===== src/rtl/miss_fill_responder_pkg.sv =====
// Shared widths and record types for the miss path: the cache MSHR and the
// memory-side miss_fill_responder both import this package.
package miss_fill_responder_pkg;

  localparam int MSHR_DEPTH = 8;
  localparam int PADDR_W    = 15;
  localparam int PTCID_W    = 7;
  localparam int OFFS_W     = 4;
  localparam int LINE_W     = 128;

  typedef struct packed {
    logic [PADDR_W-1:0] paddr;
    logic [PTCID_W-1:0] ptcid;
    logic               rd_or_sw;
  } miss_req_t;

  typedef struct packed {
    miss_req_t         req;
    logic [LINE_W-1:0] data;
  } fill_t;

  localparam int MISS_REQ_W = $bits(miss_req_t);

  // Memory only understands whole lines, so the offset bits are forced to zero.
  function automatic logic [PADDR_W-1:0] line_align(input logic [PADDR_W-1:0] paddr);
    return {paddr[PADDR_W-1:OFFS_W], {OFFS_W{1'b0}}};
  endfunction

endpackage


===== src/rtl/miss_slot_array.sv =====
// Pending-miss register file: request fields and line data are written by
// independent ports (accept and memory response); issue and retire read it.
module miss_slot_array
  import miss_fill_responder_pkg::*;
#(
  parameter int DEPTH = MSHR_DEPTH,
  localparam int IDX_W = $clog2(DEPTH)
) (
  input  logic                  clk,
  input  logic                  clr,
  input  logic                  req_we,
  input  logic [IDX_W-1:0]      req_idx,
  input  logic [MISS_REQ_W-1:0] req_wdata,
  input  logic                  data_we,
  input  logic [IDX_W-1:0]      data_idx,
  input  logic [LINE_W-1:0]     data_wdata,
  input  logic [IDX_W-1:0]      iss_idx,
  output logic [PADDR_W-1:0]    iss_paddr,
  input  logic [IDX_W-1:0]      ret_idx,
  output logic [MISS_REQ_W-1:0] ret_req,
  output logic [LINE_W-1:0]     ret_data,
  output logic                  ret_has_data
);

  miss_req_t         req_mem_r  [DEPTH];
  logic [LINE_W-1:0] data_mem_r [DEPTH];
  logic [DEPTH-1:0]  has_data_r;

  // Slot storage; the two write ports never target the same slot because a
  // response only lands on an already issued entry while accept fills a free one.
  always_ff @(posedge clk) begin
    if (clr) begin
      for (int i = 0; i < DEPTH; i++) begin
        req_mem_r[i]  <= '0;
        data_mem_r[i] <= '0;
      end
      has_data_r <= '0;
    end else begin
      if (req_we) begin
        req_mem_r[req_idx]  <= req_wdata;
        has_data_r[req_idx] <= 1'b0;
      end
      if (data_we) begin
        data_mem_r[data_idx] <= data_wdata;
        has_data_r[data_idx] <= 1'b1;
      end
    end
  end

  assign iss_paddr    = req_mem_r[iss_idx].paddr;
  assign ret_req      = req_mem_r[ret_idx];
  assign ret_data     = data_mem_r[ret_idx];
  assign ret_has_data = has_data_r[ret_idx];

endmodule


===== src/rtl/miss_fill_responder.sv =====
// Memory-side half of the MSHR: queues line misses, issues them to memory in
// order, pairs in-order responses back up and hands fills to the cache.
module miss_fill_responder
  import miss_fill_responder_pkg::*;
#(
  parameter int DEPTH = MSHR_DEPTH
) (
  input  logic               clk,
  input  logic               clr,
  input  logic               req_valid,
  output logic               req_ready,
  input  logic [PADDR_W-1:0] req_paddr,
  input  logic [PTCID_W-1:0] req_ptcid,
  input  logic               req_rd_or_sw,
  output logic               mem_req_valid,
  input  logic               mem_req_ready,
  output logic [PADDR_W-1:0] mem_req_paddr,
  input  logic               mem_resp_valid,
  input  logic [LINE_W-1:0]  mem_resp_data,
  output logic               fill_valid,
  input  logic               fill_ready,
  output logic [PADDR_W-1:0] fill_paddr,
  output logic [PTCID_W-1:0] fill_ptcid,
  output logic               fill_rd_or_sw,
  output logic [LINE_W-1:0]  fill_data,
  output logic               dealloc,
  output logic               resp_err
);

  localparam int IDX_W = $clog2(DEPTH);
  localparam int PTR_W = IDX_W + 1;
  localparam logic [PTR_W-1:0] PTR_ONE  = {{IDX_W{1'b0}}, 1'b1};
  localparam logic [PTR_W-1:0] FULL_CNT = {1'b1, {IDX_W{1'b0}}};

  logic [PTR_W-1:0]   wr_ptr_r;
  logic [PTR_W-1:0]   iss_ptr_r;
  logic [PTR_W-1:0]   rsp_ptr_r;
  logic [PTR_W-1:0]   ret_ptr_r;
  logic [PTR_W-1:0]   cnt_s;
  logic               resp_err_r;

  logic               accept_s;
  logic               issue_s;
  logic               rsp_hit_s;
  logic               rsp_orphan_s;
  logic               retire_s;

  miss_req_t          acc_req_s;
  miss_req_t          ret_req_s;
  fill_t              fill_s;
  logic [PADDR_W-1:0] iss_paddr_s;
  logic [LINE_W-1:0]  ret_data_s;
  logic               ret_has_data_s;

  // Extra pointer bit distinguishes full from empty when the slot indices match.
  assign cnt_s         = wr_ptr_r - ret_ptr_r;
  assign req_ready     = (cnt_s != FULL_CNT);
  assign mem_req_valid = (iss_ptr_r != wr_ptr_r);
  assign mem_req_paddr = line_align(iss_paddr_s);
  assign fill_valid    = (ret_ptr_r != rsp_ptr_r) & ret_has_data_s;
  assign dealloc       = fill_valid & fill_ready;
  assign resp_err      = resp_err_r;

  assign accept_s      = req_valid & req_ready;
  assign issue_s       = mem_req_valid & mem_req_ready;
  assign rsp_hit_s     = mem_resp_valid & (rsp_ptr_r != iss_ptr_r);
  assign rsp_orphan_s  = mem_resp_valid & (rsp_ptr_r == iss_ptr_r);
  assign retire_s      = dealloc;

  assign acc_req_s = '{paddr: req_paddr, ptcid: req_ptcid, rd_or_sw: req_rd_or_sw};
  assign fill_s    = '{req: ret_req_s, data: ret_data_s};

  assign fill_paddr    = fill_s.req.paddr;
  assign fill_ptcid    = fill_s.req.ptcid;
  assign fill_rd_or_sw = fill_s.req.rd_or_sw;
  assign fill_data     = fill_s.data;

  // Queue pointers; each advances on its own handshake, all in the same cycle if need be.
  always_ff @(posedge clk) begin
    if (clr) begin
      wr_ptr_r  <= '0;
      iss_ptr_r <= '0;
      rsp_ptr_r <= '0;
      ret_ptr_r <= '0;
    end else begin
      if (accept_s) begin
        wr_ptr_r <= wr_ptr_r + PTR_ONE;
      end
      if (issue_s) begin
        iss_ptr_r <= iss_ptr_r + PTR_ONE;
      end
      if (rsp_hit_s) begin
        rsp_ptr_r <= rsp_ptr_r + PTR_ONE;
      end
      if (retire_s) begin
        ret_ptr_r <= ret_ptr_r + PTR_ONE;
      end
    end
  end

  // Sticky flag for responses with nothing outstanding, e.g. stragglers after clr.
  always_ff @(posedge clk) begin
    if (clr) begin
      resp_err_r <= 1'b0;
    end else if (rsp_orphan_s) begin
      resp_err_r <= 1'b1;
    end
  end

  miss_slot_array #(
    .DEPTH(DEPTH)
  ) u_slots (
    .clk          (clk),
    .clr          (clr),
    .req_we       (accept_s),
    .req_idx      (wr_ptr_r[IDX_W-1:0]),
    .req_wdata    (acc_req_s),
    .data_we      (rsp_hit_s),
    .data_idx     (rsp_ptr_r[IDX_W-1:0]),
    .data_wdata   (mem_resp_data),
    .iss_idx      (iss_ptr_r[IDX_W-1:0]),
    .iss_paddr    (iss_paddr_s),
    .ret_idx      (ret_ptr_r[IDX_W-1:0]),
    .ret_req      (ret_req_s),
    .ret_data     (ret_data_s),
    .ret_has_data (ret_has_data_s)
  );

endmodule

===== config.mk =====
export PLATFORM = sky130hd
export DESIGN_NAME = miss_fill_responder
export DESIGN_NICKNAME = d
export VERILOG_FILES = /design/src/rtl/miss_fill_responder_pkg.sv /design/src/rtl/miss_slot_array.sv /design/src/rtl/miss_fill_responder.sv
export SDC_FILE = /design/constraint.sdc
export NUM_CORES = 2
export LEC_CHECK = 0
export CAP_MARGIN = 0
export CORE_MARGIN = 2
export CORE_UTILIZATION = 46
export DETAILED_ROUTE_END_ITERATION = 10
export GPL_TIMING_DRIVEN = 0
export PLACE_DENSITY_LB_ADDON = 0.15
export SLEW_MARGIN = 15
export SYNTH_ARGS = -nofsm -noshare
export SYNTH_HDL_FRONTEND = slang
export SYNTH_HIERARCHICAL = 1
export SYNTH_SLANG_ARGS = --single-unit

===== constraint.sdc =====
create_clock -name clk -period 17.1 [get_ports clk]
set_input_delay 3.42 -clock clk [delete_from_list [all_inputs] [get_ports clk]]
set_output_delay 3.42 -clock clk [all_outputs]
set_load 0.01 [all_outputs]

* Word-level counts from Yosys, hierarchy flattened
Memories as Yosys holds them, arrays and structs flattened. A register that Yosys moved wholly into a read port is not among the register bits. Cells that the tools add are included.
Cells by class: $lt $le $gt $ge 5, $add $sub $neg 5, mux-type cells 29, reduce and logical (&&, ||, !) cells 4, bitwise gates (word level) 9, equality and inequality tests 5
Operator list (count):
- two-way mux 128 bit | 1
- OR reduction 128 bit | 1
- two-way mux 3 bit | 8
- two-way mux 8 bit | 3
- two-way mux 23 bit | 1
- OR reduction 23 bit | 1
- adder 4 x 1 -> 4 bit, second input constant | 4
- two-way mux 1 bit | 13
- less-than comparator 3 x 4 -> 1 bit, second input constant | 3
- inequality test 4 bit | 3
- AND 8 bit | 1
- NOT 8 bit | 1
- OR 8 bit | 1
- AND 1 bit | 6
- demux 1 bit (select 3 bit) | 2
- >= comparator 3 x 1 -> 1 bit, second input constant | 2
- equality test 4 bit | 1
- inequality test 4 bit, second input constant | 1
- subtractor 4 bit | 1
- binary-select mux 1 bit (select 3 bit) | 1
- logical AND 1 bit | 2
Storage, ports and cells: input port bits 157, RAM bits 1208, register bits 25, output and inout port bits 171, word-level logic and storage cells 65, memories 2
Memories:
- u_slots.data_mem_r | words 8, width 128, read ports 1, clocked after Yosys merged registers in 1, write ports 8, RTL line miss_slot_array.sv:26 | logic [LINE_W-1:0] data_mem_r [DEPTH];
- u_slots.req_mem_r | words 8, width 23, read ports 2, clocked after Yosys merged registers in 2, write ports 8, RTL line miss_slot_array.sv:25 | miss_req_t req_mem_r [DEPTH];

* Logic depth before layout (Yosys ltp)
word-level depth 10, mapped depth 10, gate-level depth less buffers 8

* Modules after synthesis
The synthesis kept the hierarchy.
Modules (own cells, without submodules):
- miss_slot_array | times used 1, area each 54847.6 sq um, seq. area each 36434.9 sq um, cells an instance 3495
- miss_fill_responder | times used 1, area each 1057.3 sq um, seq. area each 340.3 sq um, cells an instance 118

* Worst setup path before layout
Ideal clock, no wire load.
path kind input port to flip-flop, from input mem_resp_valid, to memory u_slots.data_mem_r[0][0] (enable), setup time 0.642 ns, data required time 16.458 ns, cell stages on the path 6, buffers on the path 3, arrival 10.526 ns, path slack 5.932 ns, path through nor2b_1 -> or3b_2 -> clkbuf_1 -> buf_2 -> buf_2 -> o21bai_1
RTL lines:
- start: declaration | RTL line miss_fill_responder.sv:18 | input logic mem_resp_valid,
- end: declaration | RTL line miss_slot_array.sv:26

* Worst setup path in the final report
from input fill_ready, to output dealloc
On the way: longest elaborated chain between the ends 1
Ends and longest elaborated chain:
- start: declaration | RTL line miss_fill_responder.sv:21 | input logic fill_ready,
- AND 1 bit | RTL line miss_fill_responder.sv:61 | assign dealloc = fill_valid & fill_ready;
- end: declaration | RTL line miss_fill_responder.sv:26 | output logic dealloc,
No other way between the ends.

==> impl_results.md <==
- Critical path's slowest cell: clkdlybuf4s50_1
- Yosys warnings: 6
- Grt ovf: 0
- Cell Chain, Critical Path: clkdlybuf4s50_1 > nand2_1 > inv_1 > clkdlybuf4s50_1
- Placer Congestion: 0.801
- RR Endpoint: u_slots/data_mem_r[3][90]$_SDFFCE_PN0P_
- Reg-to-reg startpoint: rsp_ptr_r[0]$_SDFFE_PP0P_
- Worst vdd rail ir drop: 96.8 uV
- Initial DRC count: around 3,500
- Synth Instances: approximately 3,600
- Vias per inst: 6.05
- Post-cts hold buffer count: 0
- Reg area: 36,800 um2
- Fmax: 0.123 GHz
- Max Cap Viol: 0
- GR Util All Layers: 27.1%
- FP Rows: 127
- Cell repeated most along the worst path: clkdlybuf4s50_1
- Layout cells sized above 1: 19.4%
- Worst path depth: 4
- WS Path Type: primary input to primary output
- Fill cell count: 9,755
- RSZ-0062 raised after global routing: false
- CTS root buffer: clkbuf_16
- Routed WL: 169,000 um
- HPWL Detailed: 112,000 um
- Final Setup Violations: 0
- Clock slew at reported path FFs: 0.07 ns
- Clock sinks: ~1,200
- Die ar.: 124,000 um2
- Core area: 120,000 um2
- DRC Markers: 0
- P&R area growth vs syn: 19.7%
- Power Dens Cells: 117 nW/um2
- Hold Fails Final Rpt: 0
- Reg2Reg Depth: 12
- Leak: 0.0213 uW
- CP bufs+invs: 3
- Delay-heaviest family, CP: buffers and inverters
- Ant. Diodes: 0
- First-pass GRT wire length: between 200,000 and 250,000 um
- Fin nets: 4,285
- Wirelength per Cell: 28.9 um
- Clock Skews: 0.0191 ns
- H-tree Lvls: 4
- Mapped Avg Cell Area: 15.5 um2
- Worst slew pin tran: 1.18 ns
- Critical Path Fanout Max: 3
- Worst R2R Setup Slack: 12.14 ns
- Area of the mapped netlist: ~56,000 um2
- DIE HEIGHT: 352 um
- Status: complete, no violations
- Arr. time, crit path: 4.68 ns
- Max stage delay on crit path: between 0.5 and 0.6 ns
- Longest Clk Path Bufs: 3
- Die X: ~350 um
- Buffers on Ports: 323
- Startpoint Class: primary input
- Multi-input combinational cell area: 16,600 um2
- Setup bufs post-CTS: 0
- Largest net degree at the start of global routing: 25
- Resize count post-CTS: 0
- Hold_sp: u_slots/has_data_r[7]$_SDFF_PP0_
- Hold Path Stages: 2
- Antenna violations before repair: 12
- Initial core utilization: 46.4%
- Sink of the worst hold path: u_slots/has_data_r[7]$_SDFF_PP0_
- Num ports: 328
- Vias: 35,343
- Worst slew margin: 21.2%
- Fin Hold WS: between 0.4 and 0.5 ns
- Routed Antenna Nets: 0
- TritonCTS Buffers: ~140
- Drt pass-1 iters: 5
- Clock Latency Late Sink: 0.75 ns
- Crit path time final: 8.10 ns
- Worst endpoint required time: 13.68 ns
- Hold Crit Class: flip-flop to flip-flop
- Final Total Pwr: 7790 uW
- Vias in the first global route: approximately 37,000
- Crit path capture type: primary output
- Crit share post-route: about 47%
- TritonCTS clock tree: yes
- Pins over their slew limit: 0
-- worst max path at each step --
stage	start	to	slack, ns
finish	fill_ready	dealloc	9.00
global route	fill_ready	dealloc	8.96
CTS	fill_ready	dealloc	9.00
detailed placement	fill_ready	dealloc	9.00
global placement	mem_resp_valid	u_slots/data_mem_r[4][65]$_SDFFCE_PN0P_	-1.10
floorplan	mem_resp_valid	u_slots/data_mem_r[0][0]$_SDFFCE_PN0P_	5.93
-- metrics by stage --
step                      cell area (um2)  setup TNS, ns  util (%)  std cells  setup WS (ns)
after global routing                66600              0      55.5       5842           8.96
after global placement              60900        -627.80      50.8       5539          -1.10
after detailed placement            62300              0      51.9       5594           9.00
after CTS                           66600              0      55.5       5842           9.00
after floorplan                     55700              0         -       3604           5.93
final                               66600              0      55.5       5842           9.00
-- power by group --
part / internal (uW) / switching, uW
registers: 3500 / 51.9
logic: 481 / 872
clock network: 1680 / 1200
-- worst reg2reg max path: stages (launching register included) --
cell,delay (ns)
dfxtp_1,0.59
xor2_1,0.12
nor4_1,0.69
nor2b_1,0.24
nand3b_1,0.15
clkbuf_1,0.34
clkbuf_1,0.89
buf_2,0.52
o21bai_4,0.33
buf_12,0.29
buf_12,0.19
buf_12,0.18
buf_16,0.18
-- layout make-up --
class / count / area share [%]
Buffer: 374 / 2.69
Clock buffer: 182 / 5.64
Clock inverter: 66 / 0.879
Inverter: 165 / 0.929
Multi-Input combinational cell: 1832 / 24.9
Sequential cell: 1233 / 55.2
Tap cell: 1612 / 3.03
Timing Repair Buffer: 378 / 6.72
-- state kept, by name, summed over array words and instances (netlist names) --
| signal | cells |
|---|---|
| ret_ptr_r | 4 |
| wr_ptr_r | 4 |
| u_slots/has_data_r | 8 |
| resp_err | 1 |
| rsp_ptr_r | 4 |
| u_slots/req_mem_r | 184 |
| u_slots/data_mem_r | 1024 |
| iss_ptr_r | 4 |
-- metal layers --
metal	vias up	wire length [um]	share of wire, %	GRT usage [%]
met5	-	104	0.062	0
met4	12	5410	3.2	8.85
met3	283	13100	7.8	5.62
met2	1502	82600	49	44.5
met1	18215	67800	40	36.3
li1	15331	-	-	-
-- cells in the final DEF (no fill, tap or decap), types with 35 or more instances in the layout --
cell and count:
nor3_1 1208, edfxtp_1 1208, clkdlybuf4s50_1 323, mux4_2 246, clkbuf_1 232, clkinv_1 175, mux2_2 163, clkbuf_16 144
buf_2 97, mux4_1 80, buf_12 36, buf_1 35
Power figures use the tool's default switching activity.
